**config.mk**
```make
export PLATFORM = sky130hd
export DESIGN_NAME = serial_word_collector_flat
export DESIGN_NICKNAME = d
export VERILOG_FILES = /design/src/rtl/serial_word_collector_if.sv /design/src/rtl/serial_word_collector.sv /design/src/flat_wrapper.sv
export SDC_FILE = /design/constraint.sdc
export NUM_CORES = 2
export LEC_CHECK = 0
export CORE_ASPECT_RATIO = 1.5
export CORE_UTILIZATION = 44
export CTS_CLUSTER_SIZE = 16
export DETAILED_ROUTE_END_ITERATION = 10
export GPL_TIMING_DRIVEN = 0
export PLACE_DENSITY = 0.7
export SKIP_CTS_REPAIR_TIMING = 1
export SLEW_MARGIN = 20
export SYNTH_ARGS = -nofsm -noshare
export SYNTH_HDL_FRONTEND = slang
export SYNTH_SLANG_ARGS = --single-unit
```
**constraint.sdc**
```tcl
create_clock -name clk -period 2.7 [get_ports clk]
set_input_delay 0.675 -clock clk [delete_from_list [all_inputs] [get_ports clk]]
set_output_delay 0.675 -clock clk [all_outputs]
set_load 0.02 [all_outputs]
```
**src/rtl/serial_word_collector_if.sv**
```systemverilog
// Bus bundle for the serial word collector: bit-serial lane input side plus
// the word drain handshake and status flags.
interface serial_word_collector_if #(
  parameter int LANES = 64,
  parameter int WIDTH = 16,
  parameter int IDXW  = 6
);
  logic [LANES-1:0] bit_in;
  logic             bit_valid;
  logic             frame_start;
  logic [WIDTH-1:0] word_out;
  logic [IDXW-1:0]  word_idx;
  logic             word_valid;
  logic             word_ready;
  logic             frame_done;
  logic             overflow;

  modport master (
    output bit_in, bit_valid, frame_start, word_ready,
    input  word_out, word_idx, word_valid, frame_done, overflow
  );

  modport slave (
    input  bit_in, bit_valid, frame_start, word_ready,
    output word_out, word_idx, word_valid, frame_done, overflow
  );
endinterface

```
**src/rtl/serial_word_collector.sv**
```systemverilog
// Reassembles LANES bit-serial MSB-first words into a frame and drains it
// one word per cycle over valid/ready, double-buffered against the shifters.
//
// state    | meaning
// ---------+-----------------------------------------------
// ST_IDLE  | drain buffer empty, word_valid low
// ST_DRAIN | presenting drain_q[idx]; advances on accept
module serial_word_collector #(
  parameter int LANES = 64,
  parameter int WIDTH = 16,
  parameter int IDXW  = 6
) (
  input  logic               clk,
  input  logic               resetn,
  serial_word_collector_if.slave bus
);
  localparam int CNTW = (WIDTH > 1) ? $clog2(WIDTH) : 1;
  localparam logic [0:0]      ST_IDLE  = 1'b0;
  localparam logic [0:0]      ST_DRAIN = 1'b1;
  localparam logic [IDXW-1:0] LAST_IDX = IDXW'(LANES - 1);
  localparam logic [CNTW-1:0] LAST_BIT = CNTW'(WIDTH - 1);

  logic [LANES-1:0][WIDTH-1:0] lane_q;
  logic [LANES-1:0][WIDTH-1:0] lane_nxt;
  logic [LANES-1:0][WIDTH-1:0] drain_q;
  logic [CNTW-1:0]             bit_cnt;
  logic [CNTW-1:0]             beat_pos;
  logic [0:0]                  state;
  logic [IDXW-1:0]             idx;
  logic                        frame_done_q;
  logic                        overflow_q;
  logic                        complete;
  logic                        accept;
  logic                        last_accept;
  logic                        buf_free;
  logic                        capture;

  // frame_start restarts the beat position, discarding any partial frame
  always_comb begin
    beat_pos    = bus.frame_start ? '0 : bit_cnt;
    complete    = bus.bit_valid && (beat_pos == LAST_BIT);
    accept      = (state == ST_DRAIN) && bus.word_ready;
    last_accept = accept && (idx == LAST_IDX);
    buf_free    = (state == ST_IDLE) || last_accept;
    capture     = complete && buf_free;
    for (int i = 0; i < LANES; i++) begin
      if (bus.frame_start)
        lane_nxt[i] = WIDTH'(bus.bit_in[i]);
      else
        lane_nxt[i] = {lane_q[i][WIDTH-2:0], bus.bit_in[i]};
    end
  end

  always_ff @(posedge clk or negedge resetn) begin
    if (!resetn) begin
      lane_q  <= '0;
      bit_cnt <= '0;
    end else if (bus.bit_valid) begin
      lane_q  <= lane_nxt;
      bit_cnt <= complete ? '0 : beat_pos + CNTW'(1);
    end
  end

  // capture while draining can only happen together with the last accept,
  // so it takes priority and restarts the drain at lane 0 without a gap
  always_ff @(posedge clk or negedge resetn) begin
    if (!resetn) begin
      drain_q      <= '0;
      state        <= ST_IDLE;
      idx          <= '0;
      frame_done_q <= 1'b0;
      overflow_q   <= 1'b0;
    end else begin
      frame_done_q <= capture;
      if (complete && !buf_free)
        overflow_q <= 1'b1;
      if (capture) begin
        drain_q <= lane_nxt;
        state   <= ST_DRAIN;
        idx     <= '0;
      end else if (last_accept) begin
        state <= ST_IDLE;
        idx   <= '0;
      end else if (accept) begin
        idx <= idx + IDXW'(1);
      end
    end
  end

  assign bus.word_valid = (state == ST_DRAIN);
  assign bus.word_out   = (state == ST_DRAIN) ? drain_q[idx] : '0;
  assign bus.word_idx   = idx;
  assign bus.frame_done = frame_done_q;
  assign bus.overflow   = overflow_q;
endmodule

```
**src/flat_wrapper.sv**
```systemverilog
// flat-port wrapper written by rule: the top's interface ports become plain ports
module serial_word_collector_flat 
#(
  parameter int LANES = 64,
  parameter int WIDTH = 16,
  parameter int IDXW  = 6
)
  (clk, resetn, bus_bit_in, bus_bit_valid, bus_frame_start, bus_word_ready, bus_word_out, bus_word_idx, bus_word_valid, bus_frame_done, bus_overflow);
  serial_word_collector_if #(.LANES(LANES), .WIDTH(WIDTH), .IDXW(IDXW)) bus_i ();
  input  logic clk;
  input  logic resetn;
  input wire logic [$bits(bus_i.bit_in)-1:0] bus_bit_in;
  input wire logic [$bits(bus_i.bit_valid)-1:0] bus_bit_valid;
  input wire logic [$bits(bus_i.frame_start)-1:0] bus_frame_start;
  input wire logic [$bits(bus_i.word_ready)-1:0] bus_word_ready;
  output wire logic [$bits(bus_i.word_out)-1:0] bus_word_out;
  output wire logic [$bits(bus_i.word_idx)-1:0] bus_word_idx;
  output wire logic [$bits(bus_i.word_valid)-1:0] bus_word_valid;
  output wire logic [$bits(bus_i.frame_done)-1:0] bus_frame_done;
  output wire logic [$bits(bus_i.overflow)-1:0] bus_overflow;
  assign bus_i.bit_in = bus_bit_in;
  assign bus_i.bit_valid = bus_bit_valid;
  assign bus_i.frame_start = bus_frame_start;
  assign bus_i.word_ready = bus_word_ready;
  assign bus_word_out = bus_i.word_out;
  assign bus_word_idx = bus_i.word_idx;
  assign bus_word_valid = bus_i.word_valid;
  assign bus_frame_done = bus_i.frame_done;
  assign bus_overflow = bus_i.overflow;
  serial_word_collector #(.LANES(LANES), .WIDTH(WIDTH), .IDXW(IDXW)) u_core (.clk(clk), .resetn(resetn), .bus(bus_i));
endmodule
```
==> results.py <==
metrics = {
    "sta": {
        "relSlewSlack_pct": 18.0,
        "worst-slew-pin-transition_ns": 1.23,
        "timing.final.crit_period_ns": 4.46,
        "slew_viol_final": 0,
        "finalWorstSetupSlack_ns": -1.76,
        "clock-skew-final_ns": 0.0384,
        "final.period_utilization_pct": 165,
        "setup_viol_count_final": 162,
        "timing_limited_maximum_frequency_ghz": 0.224,
        "final.hold.worst_slack_ns": -0.188,
        "unrepaired_setup_endpoints_after_global_routing": "true",
        "hold_viol": 120,
    },
    "synth": {
        "postSynthCellCount": 8124,
        "synth.yosys.warnings": 0,
        "yosysUniqueCellTypes": 37,
        "synthesis.area_sq_um": 88600,
        "synthesis.nets": 8195,
        "synthesized_area_per_cell_sq_um": 10.9,
        "synth_simple_gate_area_share_pct": 19.8,
        "largest_family_of_logic_cells_by_synthesized_area": "simple AND/OR/NAND/NOR gates",
        "synth-compound-area-share_pct": 1.90,
        "synth-xor-area-share_pct": 0.0297,
        "postSynthRegisterBits": 1997,
        "synth-adder-area-share_pct": 0.0282,
        "ys_seq_area_share_pct": 56.4,
        "muxShareOfSynthArea_pct": 18.9,
    },
    "cts": {
        "htree_levels": 4,
        "buffer_levels_on_the_longest_clock_path": 4,
        "clkTransAtPathRegs_ns": 0.07,
        "clock-root-buffer": "sky130_fd_sc_hd__clkbuf_16",
        "cts_inserted_buffers": 193,
        "tritoncts_clock_tree": "yes",
        "cts.sink_count": 1997,
        "clock_latency_reported_for_the_late_side_of_the_worst_skew_pair_ns": 0.85,
    },
    "placed_design": {
        "placement.setup.worst_slack_ns": -2.73,
        "port_buffers": 91,
        "placedCellCount": 10900,
        "place.detailed.hpwl_um": 200000,
        "detailed_place.area_sq_um": 94200,
        "gp_routability_congestion": 0.973,
    },
    "hold_path": {
        "hold_path_class": "in2async",
    },
    "die": {
        "pin_count": 94,
        "std_cell_rows": 201,
        "die_x_um": 368,
        "initial_utilization_pct": 44.3,
        "die_area_sq_um": 203000,
        "floorplan.die.height_um": 552,
        "placeableCoreArea_sq_um": 200000,
    },
    "critical_path": {
        "r2r_end": "u_core.drain_q[399]$_DFFE_PN0P_",
        "crit_end": "bus_word_out[0]",
        "regToRegStartpoint": "u_core.bus.word_idx[2]$_DFFE_PN0P_",
        "crit_required_ns": 2.03,
        "critical_path.endpoint_type": "primary output",
        "cpMostUsedCell": "sky130_fd_sc_hd__buf_16",
        "critPathSlowestCell": "sky130_fd_sc_hd__a211oi_2",
        "cp_top_family": "buffers and inverters",
        "timing.critical_path.fanout_max": 7,
        "startpoint": "u_core.bus.word_idx[0]$_DFFE_PN0P_",
        "timing.critical_path.depth": 11,
        "arrival_time_reported_for_the_critical_path_endpoint_ns": 3.79,
        "timing.setup.critical_path_class": "reg2out",
        "critPathLaunchType": "flop",
        "ordered_cell_list_for_the_critical_path": "buf_6 -> buf_12 -> buf_16 -> buf_16 -> buf_16 -> mux2i_4 -> o221ai_2 -> a211oi_2 -> a21oi_2 -> a32o_2 -> buf_6",
        "reg2reg_depth": 10,
        "worst-r2r-setup-slack_ns": -0.02,
        "worst_path_largest_cell_delay_ns": 0.40,
        "worstPathBufferInverterCount": 6,
    },
    "pwr": {
        "p_leak_nw": 51.7,
        "power_mw": 63.4,
        "power-per-cell-area_nw_per_um2": 614,
        "power_switching_mw": 15.1,
        "peakVddDrop_mv": 0.569,
        "combPwrFrac_pct": 8.2,
        "power.switching_fraction_pct": 23.9,
        "seqPwrFrac_pct": 48.3,
        "clock_power_share_pct": 43.6,
        "power_report.internal_total_mw": 48.3,
    },
    "cells_and_area": {
        "post_layout_nonfiller_instances": 11300,
        "finish.instance_area_sq_um": 103000,
        "mostFrequentLayoutCell": "sky130_fd_sc_hd__nand2_1",
        "final_net_count": 8545,
        "layout.cells.most_common_list": "sky130_fd_sc_hd__nand2_1 (3011), sky130_fd_sc_hd__dfrtp_1 (1994), sky130_fd_sc_hd__mux2_2 (961)",
        "finish.utilization_pct": 51.7,
        "drive_above_1_share_pct": 23.6,
        "flow.area_growth_from_synthesis_pct": 16.6,
    },
    "drt": {
        "wire_length_per_cell_um": 24.4,
        "wl_um": 275000,
        "drt-pass1-iter-count": 8,
        "drt_iter0_drc": 5145,
        "drc": 0,
        "via_per_inst": 5.47,
        "vias": 61600,
        "postRouteAntennaNets": 0,
    },
    "grt": {
        "grt_pass1_vias": 63000,
        "grt_start_max_net_pins": 153,
        "antenna_violations_before_repair": 17,
        "grt_pass1_wl_um": 403000,
        "track_usage_pct": 26.7,
        "overflow": 0,
    },
    "status": {
        "status": "finished, violations left",
        "failed_checks": "hold timing, setup timing",
    },
    "run": {
        "maxCapViolCount": 0,
    },
}
==> layout make-up <==
| cell class | instances | area, sq um |
|---|---|---|
| fill | 17100 | 96600 |
| tap | 2639 | 3300 |
| clock inverter | 48 | 621 |
| multi-input combinational | 5572 | 37400 |
| timing repair buffer | 157 | 2010 |
| buffer | 545 | 4230 |
| sequential | 1997 | 50000 |
| antenna | 10 | 25.0 |
| clock buffer | 291 | 5730 |
| inverter | 7 | 42.5 |
| timing repair inverter | 1 | 16.3 |
==> power groups by stage <==
stage	combinational, mW	clock (mW)	sequential, mW
after floorplan	2.40	0	31.1
after detailed placement	4.35	0	31.2
after CTS	4.37	28.0	30.6
final	5.18	27.6	30.6
after global routing	5.45	29.1	30.6
after global placement	3.82	0	31.3
==> cell usage after synthesis <==
| cell type | n | area [sq um] |
|---|---|---|
| sky130_fd_sc_hd__a211oi_1 | 13 | 97.6 |
| sky130_fd_sc_hd__a21o_1 | 2 | 15.0 |
| sky130_fd_sc_hd__a21oi_1 | 70 | 350 |
| sky130_fd_sc_hd__a221oi_1 | 1 | 8.76 |
| sky130_fd_sc_hd__a22o_1 | 15 | 131 |
| sky130_fd_sc_hd__a22oi_1 | 18 | 135 |
| sky130_fd_sc_hd__a31oi_1 | 3 | 18.8 |
| sky130_fd_sc_hd__a32o_1 | 15 | 150 |
| sky130_fd_sc_hd__and2_1 | 1 | 6.26 |
| sky130_fd_sc_hd__buf_1 | 14 | 52.6 |
| sky130_fd_sc_hd__buf_2 | 148 | 741 |
| sky130_fd_sc_hd__buf_4 | 48 | 360 |
| sky130_fd_sc_hd__buf_6 | 11 | 124 |
| sky130_fd_sc_hd__clkbuf_1 | 327 | 1230 |
| sky130_fd_sc_hd__dfrtp_1 | 1997 | 50000 |
| sky130_fd_sc_hd__ha_1 | 2 | 25.0 |
| sky130_fd_sc_hd__inv_1 | 5 | 18.8 |
| sky130_fd_sc_hd__inv_2 | 2 | 7.51 |
| sky130_fd_sc_hd__mux2_2 | 961 | 10800 |
| sky130_fd_sc_hd__mux2i_1 | 162 | 1620 |
| sky130_fd_sc_hd__mux4_2 | 192 | 4320 |
| sky130_fd_sc_hd__nand2_1 | 3025 | 11400 |
| sky130_fd_sc_hd__nand2b_1 | 1 | 6.26 |
| sky130_fd_sc_hd__nand3_1 | 4 | 20.0 |
| sky130_fd_sc_hd__nand3b_1 | 66 | 495 |
| sky130_fd_sc_hd__nand4_1 | 3 | 18.8 |
| sky130_fd_sc_hd__nor2_1 | 7 | 26.3 |
| sky130_fd_sc_hd__nor2b_1 | 900 | 5630 |
| sky130_fd_sc_hd__o211ai_1 | 2 | 15.0 |
| sky130_fd_sc_hd__o21ai_0 | 36 | 180 |
| sky130_fd_sc_hd__o21ai_1 | 1 | 5.00 |
| sky130_fd_sc_hd__o21bai_1 | 1 | 7.51 |
| sky130_fd_sc_hd__o221ai_1 | 63 | 552 |
| sky130_fd_sc_hd__o22ai_1 | 3 | 18.8 |
| sky130_fd_sc_hd__or2_2 | 1 | 6.26 |
| sky130_fd_sc_hd__or4_4 | 1 | 11.3 |
| sky130_fd_sc_hd__xnor2_1 | 3 | 26.3 |
==> registers in the layout, summed over array words and instances (netlist names) <==
register,flops
u_core.bus.frame_done,1
u_core.lane_q,960
u_core.bus.word_valid,1
u_core.bus.overflow,1
u_core.bus.word_idx,6
u_core.bit_cnt,4
u_core.drain_q,1024
==> kinds of logic after synthesis <==
| family | count (synthesis) |
|---|---|
| fa+ha+maj | 2 |
| mux | 1315 |
| simple gates | 4009 |
| xor+xnor | 3 |
| flops | 1997 |
| compound gates | 243 |
| buf+inv | 555 |
==> how the worst min path moves through the flow <==
stage | end | slack (ns)
finish | u_core.lane_q[281]$_DFFE_PN0P_ | -0.19
global route | u_core.lane_q[282]$_DFFE_PN0P_ | -0.14
CTS | u_core.lane_q[282]$_DFFE_PN0P_ | -0.16
detailed placement | u_core.drain_q[623]$_DFFE_PN0P_ | 0.45
global placement | u_core.drain_q[367]$_DFFE_PN0P_ | 0.45
floorplan | u_core.bit_cnt[0]$_DFFE_PN0P_ | 0.38
==> through the flow <==
stage | hold slack (ns) | setup TNS, ns
finish | -0.188 | -51.68
global route | -0.138 | -110.43
CTS | -0.159 | -1432.79
detailed placement | 0.455 | -3658.08
global placement | 0.445 | -
floorplan | 0.379 | -207.31
==> metal layers <==
metal  wire, um  GRT usage, %
met4      22000          18.2
met1     101000          31.7
met3      19200          5.01
met2     132000          44.0
met5         67             0
==> worst reg2reg max path, stage by stage, from the launching register on <==
cell                       delay, ns
sky130_fd_sc_hd__dfrtp_1        0.49
sky130_fd_sc_hd__clkbuf_4       0.32
sky130_fd_sc_hd__nand4_1        0.25
sky130_fd_sc_hd__o21ai_2        0.37
sky130_fd_sc_hd__nand2b_4       0.09
sky130_fd_sc_hd__buf_8          0.18
sky130_fd_sc_hd__clkinv_8       0.13
sky130_fd_sc_hd__buf_16         0.21
sky130_fd_sc_hd__buf_6          0.21
sky130_fd_sc_hd__nand3b_1       0.25
sky130_fd_sc_hd__nand2_1        0.15
No activity file was read; power rests on OpenSTA's default activity.
